<file path="config.mk">
export PLATFORM = sky130hd
export DESIGN_NAME = rb_mod_stream_feeder
export DESIGN_NICKNAME = d
export VERILOG_FILES = /design/src/rtl/rb_pkg.sv /design/src/rtl/rb_sync_fifo.sv /design/src/rtl/rb_mod_stream_feeder.sv
export SDC_FILE = /design/constraint.sdc
export NUM_CORES = 1
export LEC_CHECK = 0
export ABC_AREA = 1
export BUFFER_PORTS_ARGS = -buffer_cell sky130_fd_sc_hd__buf_2
export CAP_MARGIN = 20
export CORE_UTILIZATION = 56
export CTS_CLUSTER_DIAMETER = 150
export DETAILED_ROUTE_END_ITERATION = 7
export PLACE_DENSITY = 0.86
export SKIP_LAST_GASP = 1
export SYNTH_ARGS = -nofsm -noshare
export SYNTH_HDL_FRONTEND = slang
export SYNTH_HIERARCHICAL = 1
export SYNTH_SLANG_ARGS = --single-unit
</file>
<file path="constraint.sdc">
create_clock -name clk_adc_125mhz -period 4.3 [get_ports clk_adc_125mhz]
set_input_delay 0.86 -clock clk_adc_125mhz [delete_from_list [all_inputs] [get_ports clk_adc_125mhz]]
set_output_delay 0.86 -clock clk_adc_125mhz [all_outputs]
set_load 0.005 [all_outputs]
</file>
<file path="src/rtl/rb_pkg.sv">
// Shared types and constants for the RB stream feeder: state encoding,
// increment sample width and default FIFO depth.
package rb_pkg;

  localparam int INC_W          = 48;
  localparam int DEPTH_LOG2_DEF = 4;

  typedef enum logic [1:0] {
    ST_IDLE  = 2'd0,
    ST_PRIME = 2'd1,
    ST_RUN   = 2'd2,
    ST_URUN  = 2'd3
  } feed_state_e;

  function automatic logic [15:0] sat_inc16(input logic [15:0] v);
    return (v == 16'hFFFF) ? v : v + 16'd1;
  endfunction

endpackage

</file>
<file path="src/rtl/rb_sync_fifo.sv">
// Synchronous first-word-fall-through FIFO: dat_o shows the head entry with zero latency.
// Pushes while full and pops while empty are ignored; flush_i empties it in one cycle.
module rb_sync_fifo #(
  parameter int WIDTH      = 48,
  parameter int DEPTH_LOG2 = 4
) (
  input  logic                  clk_i,
  input  logic                  rstn_i,
  input  logic                  flush_i,
  input  logic                  push_i,
  input  logic [WIDTH-1:0]      dat_i,
  input  logic                  pop_i,
  output logic [WIDTH-1:0]      dat_o,
  output logic [DEPTH_LOG2:0]   fill_o,
  output logic                  full_o,
  output logic                  empty_o
);

  localparam int DEPTH = 1 << DEPTH_LOG2;
  localparam logic [DEPTH_LOG2:0] DEPTH_FILL = (DEPTH_LOG2+1)'(DEPTH);

  logic [WIDTH-1:0]      mem_q [DEPTH];
  logic [DEPTH_LOG2-1:0] wr_ptr_q, rd_ptr_q;
  logic [DEPTH_LOG2:0]   fill_q;
  logic                  push_ok, pop_ok;

  assign full_o  = (fill_q == DEPTH_FILL);
  assign empty_o = (fill_q == '0);
  assign fill_o  = fill_q;
  assign dat_o   = mem_q[rd_ptr_q];
  assign push_ok = push_i && !full_o;
  assign pop_ok  = pop_i && !empty_o;

  // Pointers are exactly DEPTH_LOG2 bits wide, so they wrap modulo depth for free.
  always_ff @(posedge clk_i) begin
    if (!rstn_i || flush_i) begin
      wr_ptr_q <= '0;
      rd_ptr_q <= '0;
      fill_q   <= '0;
    end else begin
      if (push_ok) wr_ptr_q <= wr_ptr_q + 1'b1;
      if (pop_ok)  rd_ptr_q <= rd_ptr_q + 1'b1;
      case ({push_ok, pop_ok})
        2'b10:   fill_q <= fill_q + 1'b1;
        2'b01:   fill_q <= fill_q - 1'b1;
        default: fill_q <= fill_q;
      endcase
    end
  end

  always_ff @(posedge clk_i) begin
    if (rstn_i && !flush_i && push_ok) mem_q[wr_ptr_q] <= dat_i;
  end

endmodule

</file>
<file path="src/rtl/rb_mod_stream_feeder.sv">
// Paces buffered OSC1 increment samples out at one per (rate_div_i+1) cycles, 1-cycle pop-to-output latency.
// Writers are backpressured by wr_rdy_o when full or disabled; an empty FIFO at a tick is an underrun.
module rb_mod_stream_feeder
  import rb_pkg::*;
#(
  parameter int DEPTH_LOG2 = DEPTH_LOG2_DEF,
  parameter int PRIME_LVL  = 8
) (
  input  logic                  clk_adc_125mhz,
  input  logic                  adc_rstn_i,
  input  logic                  en_i,
  input  logic [15:0]           rate_div_i,
  input  logic                  clr_i,
  input  logic                  wr_vld_i,
  input  logic [INC_W-1:0]      wr_dat_i,
  output logic                  wr_rdy_o,
  output logic [INC_W-1:0]      inc_o,
  output logic                  inc_vld_o,
  output logic [DEPTH_LOG2:0]   fill_o,
  output logic [1:0]            state_o,
  output logic                  underrun_o,
  output logic                  overrun_o,
  output logic [15:0]           urun_cnt_o
);

  localparam int FILL_W = DEPTH_LOG2 + 1;
  localparam logic [FILL_W-1:0] PRIME_FILL = FILL_W'(PRIME_LVL);

  feed_state_e        state_q, state_d;
  logic [15:0]        cnt_q, cnt_d;
  logic [15:0]        rate_q, rate_d;
  logic [INC_W-1:0]   inc_q, inc_d;
  logic               inc_vld_q, inc_vld_d;
  logic               urun_q, urun_d;
  logic               ovr_q, ovr_d;
  logic [15:0]        urun_cnt_q, urun_cnt_d;

  logic [INC_W-1:0]   fifo_dat;
  logic [FILL_W-1:0]  fifo_fill;
  logic               fifo_full, fifo_empty;
  logic               push, pop, tick, urun_evt, ovr_evt, primed;

  assign wr_rdy_o = adc_rstn_i && en_i && !fifo_full;
  assign push     = wr_vld_i && wr_rdy_o;
  assign ovr_evt  = wr_vld_i && en_i && fifo_full;
  assign tick     = en_i && (state_q == ST_RUN) && (cnt_q == rate_q);
  assign pop      = tick && !fifo_empty;
  assign urun_evt = tick && fifo_empty;
  assign primed   = (fifo_fill >= PRIME_FILL);

  rb_sync_fifo #(
    .WIDTH      (INC_W),
    .DEPTH_LOG2 (DEPTH_LOG2)
  ) u_fifo (
    .clk_i   (clk_adc_125mhz),
    .rstn_i  (adc_rstn_i),
    .flush_i (!en_i),
    .push_i  (push),
    .dat_i   (wr_dat_i),
    .pop_i   (pop),
    .dat_o   (fifo_dat),
    .fill_o  (fifo_fill),
    .full_o  (fifo_full),
    .empty_o (fifo_empty)
  );

  always_comb begin
    state_d = state_q;
    if (!en_i) begin
      state_d = ST_IDLE;
    end else begin
      case (state_q)
        ST_IDLE:  state_d = ST_PRIME;
        ST_PRIME: if (primed) state_d = ST_RUN;
        ST_RUN:   if (urun_evt) state_d = ST_URUN;
        ST_URUN:  if (primed) state_d = ST_RUN;
        default:  state_d = ST_IDLE;
      endcase
    end
  end

  // The divider is sampled only at RUN entry and at each wrap so a period is never cut short.
  always_comb begin
    cnt_d  = cnt_q;
    rate_d = rate_q;
    if (state_d == ST_RUN && state_q != ST_RUN) begin
      cnt_d  = '0;
      rate_d = rate_div_i;
    end else if (state_q == ST_RUN && en_i) begin
      if (tick) begin
        cnt_d  = '0;
        rate_d = rate_div_i;
      end else begin
        cnt_d = cnt_q + 16'd1;
      end
    end else if (state_d == ST_IDLE) begin
      cnt_d = '0;
    end
  end

  always_comb begin
    inc_d     = inc_q;
    inc_vld_d = 1'b0;
    if (!en_i) begin
      inc_d = '0;
    end else if (pop) begin
      inc_d     = fifo_dat;
      inc_vld_d = 1'b1;
    end
  end

  // A set event in the same cycle as clr_i wins; the counter restarts from the clear.
  always_comb begin
    urun_d     = clr_i ? 1'b0 : urun_q;
    ovr_d      = clr_i ? 1'b0 : ovr_q;
    urun_cnt_d = clr_i ? 16'd0 : urun_cnt_q;
    if (urun_evt) begin
      urun_d     = 1'b1;
      urun_cnt_d = sat_inc16(urun_cnt_d);
    end
    if (ovr_evt) ovr_d = 1'b1;
  end

  always_ff @(posedge clk_adc_125mhz) begin
    if (!adc_rstn_i) begin
      state_q    <= ST_IDLE;
      cnt_q      <= '0;
      rate_q     <= '0;
      inc_q      <= '0;
      inc_vld_q  <= 1'b0;
      urun_q     <= 1'b0;
      ovr_q      <= 1'b0;
      urun_cnt_q <= '0;
    end else begin
      state_q    <= state_d;
      cnt_q      <= cnt_d;
      rate_q     <= rate_d;
      inc_q      <= inc_d;
      inc_vld_q  <= inc_vld_d;
      urun_q     <= urun_d;
      ovr_q      <= ovr_d;
      urun_cnt_q <= urun_cnt_d;
    end
  end

  assign inc_o      = inc_q;
  assign inc_vld_o  = inc_vld_q;
  assign fill_o     = fifo_fill;
  assign state_o    = state_q;
  assign underrun_o = urun_q;
  assign overrun_o  = ovr_q;
  assign urun_cnt_o = urun_cnt_q;

endmodule

</file>
== Word level (Yosys, flattened, before mapping) ==
Memory sizes are Yosys's and may differ from the RTL's. A register that Yosys moved wholly into a read port is not among the register bits.
Cells that the tools add are included.
Storage, ports and cells
  input port bits: 69
  word-level logic and storage cells: 81
  output and inout port bits: 75
  memories: 1
  bits in writable memories: 768
  bits in registers: 66
Cells by class
  reductions and logical operators: 32
  bitwise operators: 1
  add/subtract/negate cells: 6
  muxes and demuxes: 20
  equal/unequal tests: 10
  $lt $le $gt $ge: 1
Memory list
  u_fifo.mem_q: words 16, width 48, rd ports 1, clocked after memory_dff 1, write ports 1, line rb_sync_fifo.sv:22  | logic [WIDTH-1:0] mem_q [DEPTH];
Operator list (number)
  two-way mux 16 bit: 9
  adder 16 x 1 -> 16 bit, second input constant: 2
  equality test 16 bit: 1
  equality test 16 bit, second input constant: 1
  logical AND 1 bit: 13
  nonzero test 2 bit: 6
  case mux 5 bit (2 select lines): 1
  adder 4 x 1 -> 4 bit, second input constant: 2
  equality test 2 bit, second input constant: 4
  two-way mux 1 bit: 6
  two-way mux 2 bit: 3
  case mux 2 bit (3 select lines): 1
  adder 5 x 1 -> 5 bit, second input constant: 1
  equality test 5 bit, second input constant: 1
  >= comparator 5 x 4 -> 1 bit, second input constant: 1
  logical NOT 1 bit: 5
  logical NOT 5 bit: 1
  subtractor 5 x 1 -> 5 bit, second input constant: 1
  equality test 2 x 1 -> 1 bit, second input constant: 2
  logical NOT 2 bit: 2
  AND reduction 2 bit: 2
  OR reduction 2 bit: 2
  inequality test 2 bit, second input constant: 1
  logical OR 1 bit: 1
  inverter 1 bit: 1

== Depth between registers and ports, before layout ==
  depth in word-level cells: 11
  mapped depth: 21
  mapped depth without buffers: 21

== Hierarchy ==
Netlist, hierarchy kept.
By module, submodules not included
  rb_sync_fifo: area each 33858.7 um2, cells an instance 3240, instances 1, sequential area each 23402.4 um2
  rb_mod_stream_feeder: area each 5504.0 um2, cells an instance 889, instances 1, sequential area each 2021.9 um2

== Worst setup path after synthesis ==
No wires, ideal clock.
  path kind: in2reg
  start point: in adc_rstn_i
  end point: mem u_fifo.mem_q[0][0], enable pin
  stages on the path: 6
  data required time: 3.846 ns
  slack: 0.098 ns
  library setup time: 0.454 ns
  arrival time: 3.748 ns
  buffers on the path: 0
  cell sequence: nand2_1 nor3b_1 nand2_1 inv_1 nand2_1 nor2_1
On the way
  word-level cells in the longest chain between the ends: 7
Ends and longest elaborated chain
  start: declaration: line rb_mod_stream_feeder.sv:10  | input logic adc_rstn_i,
  logical AND 1 bit (2 in series): line rb_mod_stream_feeder.sv:43  | assign wr_rdy_o = adc_rstn_i && en_i && !fifo_full;
  logical AND 1 bit: line rb_mod_stream_feeder.sv:44  | assign push = wr_vld_i && wr_rdy_o;
  named net push: line rb_mod_stream_feeder.sv:41  | logic push, pop, tick, urun_evt, ovr_evt, primed;
  logical AND 1 bit: line rb_sync_fifo.sv:31  | assign push_ok = push_i && !full_o;
  logical AND 1 bit: line rb_sync_fifo.sv:52  | if (rstn_i && !flush_i && push_ok) mem_q[wr_ptr_q] <= dat_i;
  two-way mux 1 bit: line rb_sync_fifo.sv:52
  two-way mux 1 bit (implied by the code): line rb_sync_fifo.sv:52
  end: declaration: line rb_sync_fifo.sv:22
The timed path passes the listed nets, and every way through them passes these cells.

== Worst setup path after layout ==
  start point: reg u_fifo.fill_q[0], in the netlist u_fifo/fill_o[0]
  end point: mem u_fifo.mem_q[14][17], enable pin
On the way
  word-level cells in the longest chain between the ends: 8
Ends and longest elaborated chain
  start: declaration: line rb_sync_fifo.sv:24  | logic [DEPTH_LOG2:0] fill_q;
  start signal: assignment: line rb_sync_fifo.sv:44  | 2'b10: fill_q <= fill_q + 1'b1;
  start signal: assignment: line rb_sync_fifo.sv:45  | 2'b01: fill_q <= fill_q - 1'b1;
  start signal: assignment: line rb_sync_fifo.sv:46  | default: fill_q <= fill_q;
  equality test 5 bit: line rb_sync_fifo.sv:27  | assign full_o = (fill_q == DEPTH_FILL);
  named net fifo_full: line rb_mod_stream_feeder.sv:40  | logic fifo_full, fifo_empty;
  logical NOT 1 bit: line rb_mod_stream_feeder.sv:43
  logical AND 1 bit: line rb_mod_stream_feeder.sv:43
  logical AND 1 bit: line rb_mod_stream_feeder.sv:44
  named net push: line rb_mod_stream_feeder.sv:41
  logical AND 1 bit: line rb_sync_fifo.sv:31
  logical AND 1 bit: line rb_sync_fifo.sv:52
  two-way mux 1 bit: line rb_sync_fifo.sv:52
  two-way mux 1 bit (implied by the code): line rb_sync_fifo.sv:52
The timed path passes the listed nets, and every way through them passes these cells.

==> metrics.txt <==
status=complete, no violations; Worst-Margin Slew=1.110 ns; Root Driver=clkbuf_16; Rel. slew slack=0.2602; most frequent cell after synthesis=nand2_1; H-tree depth=3; Post-DRT Antenna Nets=0; mapped cell area=39,360 um2; reg2reg end=u_fifo/mem_q[14][17]; Final Hold Vio Count=0; GRT overflow=0; core area=69,070 um2; Layout Skew=0.05047 ns; Critical Path End Type=register; CP peak stage delay=0.57 ns; row count=96; reg-to-reg slack, setup=1.07 ns; detailed placer's ending HPWL=57,800 um; synthesis-to-layout area growth=11.16%; Syn Nets=4,210; min-delay src=rate_div_i[5]; period utilization=0.7502; Post-Route WL=101,600 um; R2R depth=9; first-pass GRT wire length=155,900 um; CTS buffer count=89; number of global-route vias before repair=29,100; DR WL/cell=19.48 um; RSZ-0062 raised after global routing=no; # port buffers=143; clk sinks=886; Final TNS setup=0 ns; Cells after Synth=4,129; vias per inst=5.667; worst-case clock buffer depth=3; critical path endpoint=u_fifo/mem_q[14][17]; Mean Syn Cell Area=9.533 um2; Post CTS Setup Buffer Count=0; Ports=144; synth cell count leaders=nand2_1, edfxtp_1, inv_1, nand3_1, nor2_1; Startpoint Class=register; worst vdd ir=0.0004219 V; Static Leak=18.64 nW; Worst EP required=4.57 ns; initial antenna violation count=1; Yosys reg bits=886; CP Cell Sequence=nor2_1, nand3_1, inv_1, nor3b_1, nand2_1, inv_1, nand2_1, nor2_4, buf_4; post-layout min period=3.226 ns; crit-path max FO=31; layout cells sized above 1=0.08520; initial drt markers=3,915; Critical Path Start=u_fifo/fill_o[0]; Filler cells=4,929; Worst Hold Class=in -> reg; Remaining DRCs=0; largest net degree at the start of global routing=212; library cells used by synthesis=32; ys flop type=edfxtp_1; Clock transition at path regs=0.06 ns; PD cells=398.9 nW/um2; top cell type's share of synthesized area=0.5859; DR vias=29,570; FF-to-FF Start=u_fifo/fill_o[0]; die height=267.1 um; GPL Wtd Cong=0.9098; Async S/R FF share, synth=0; warnings from Yosys=6; Setup CP Type=reg -> reg; hold slack=0.4054 ns; Max Freq=310.0 MHz; Initial Utilization=0.5699; post-CTS sizing=0; final setup fails=0; slowest CP cell=buf_4; flip-flop and latch area=25,440 um2; CTS Hold Bufs=0; Multi-input gate area=10,170 um2; fin. max-slew vios=0; post-synth top area cell=edfxtp_1; all-layer global routing usage=0.2846; Max Cap Viol=0; Pre-Repair DR Iteration Count=6; die area=71,360 um2; worst-skew pair later-pin latency=0.68 ns; EDFF count, synth=768; Worst EP arrival=3.49 ns; Die X=267.1 um; sequential cell area fraction in the yosys report=0.6459; fin nets=4,294; Synth area leaders=edfxtp_1, nand2_1, nand3_1; CTS tree=built
## registers in the layout, summed over array words and instances, names as in the netlist, named ones only
register / flops
u_fifo/wr_ptr_q: 4
state_o: 2
urun_cnt_o: 16
underrun_o: 1
rate_q: 16
u_fifo/rd_ptr_q: 4
inc_vld_o: 1
overrun_o: 1
u_fifo/mem_q: 768
inc_o: 48
cnt_q: 16
u_fifo/fill_o: 5
## where the power goes
| group | internal (mW) | total (mW) | leakage [nW] | switching (mW) |
|---|---|---|---|---|
| Clock | 4.50 | 7.81 | 1.43 | 3.31 |
| Sequential | 9.33 | 9.34 | 7.86 | 0.00517 |
| Combinational | 0.0559 | 0.304 | 9.36 | 0.248 |
| Total | 13.9 | 17.5 | 18.6 | 3.56 |
## stage by stage
stage	worst slack [ns]	instance area, um2	total power, mW	std cells	util
2_1_floorplan	0.09824	39360	9.631	4129	-
3_3_place_gp	0.6551	40740	9.809	5050	0.5899
3_5_place_dp	0.5809	40770	9.820	5052	0.5903
4_1_cts	1.123	43730	17.50	5214	0.6331
5_1_grt	0.9061	43750	17.89	5216	0.6335
6_report	1.074	43760	17.45	5218	0.6335
## cell usage in the layout, fill, tap and decap left out, drive strengths merged, types with 33 or more instances in the layout
master | netlist | final
clkinv | 2 | 33
dfxtp | 118 | 118
nand3 | 669 | 669
nor2 | 221 | 221
buf | 164 | 197
edfxtp | 768 | 768
a21oi | 41 | 41
inv | 719 | 721
nand4 | 78 | 78
nand2 | 1253 | 1253
clkbuf | 40 | 119
## metal layers
metal	global-route usage	part of all wire
met1	0.3477	0.36
met2	0.4823	0.50
met3	0.04698	0.096
met4	0.1569	0.051
met5	0	0
## cell type report
type / instances / area share
clock inverters: 43 / 0.01275
flip-flops and latches: 886 / 0.5813
well taps: 931 / 0.02662
inverters: 721 / 0.06231
clock buffers: 119 / 0.05485
repair buffers: 197 / 0.02962
multi-input cells: 2318 / 0.2323
diodes: 3 / 0.0001716
## kinds of logic (layout without fill, tap and decap cells)
family / Yosys count / after routing / share of synthesized area
AO/OA/AOI/OAI: 59 / 59 / 0.007502
other: 0 / 3 / 0
flip-flops: 886 / 886 / 0.6459
adder cells (fa/ha/maj): 12 / 12 / 0.004005
XOR/XNOR: 6 / 6 / 0.001335
buffers and inverters: 925 / 1080 / 0.09908
AND/OR/NAND/NOR: 2241 / 2241 / 0.2422
## worst max-delay path, delay by kind of cell, from the launching register on
kind | cells | cell delay (ns)
buffers and inverters | 3 | 0.92
DFF | 1 | 0.45
and+or+nand+nor | 6 | 1.47
## worst min-delay path by stage
stage                 end  cells after the start
6_report        rate_q[5]                      3
5_1_grt         rate_q[1]                      3
4_1_cts         rate_q[5]                      3
3_5_place_dp   underrun_o                      2
3_3_place_gp   underrun_o                      2
2_1_floorplan  state_o[1]                      2
Note: power is estimated with default switching activity, not from simulation.
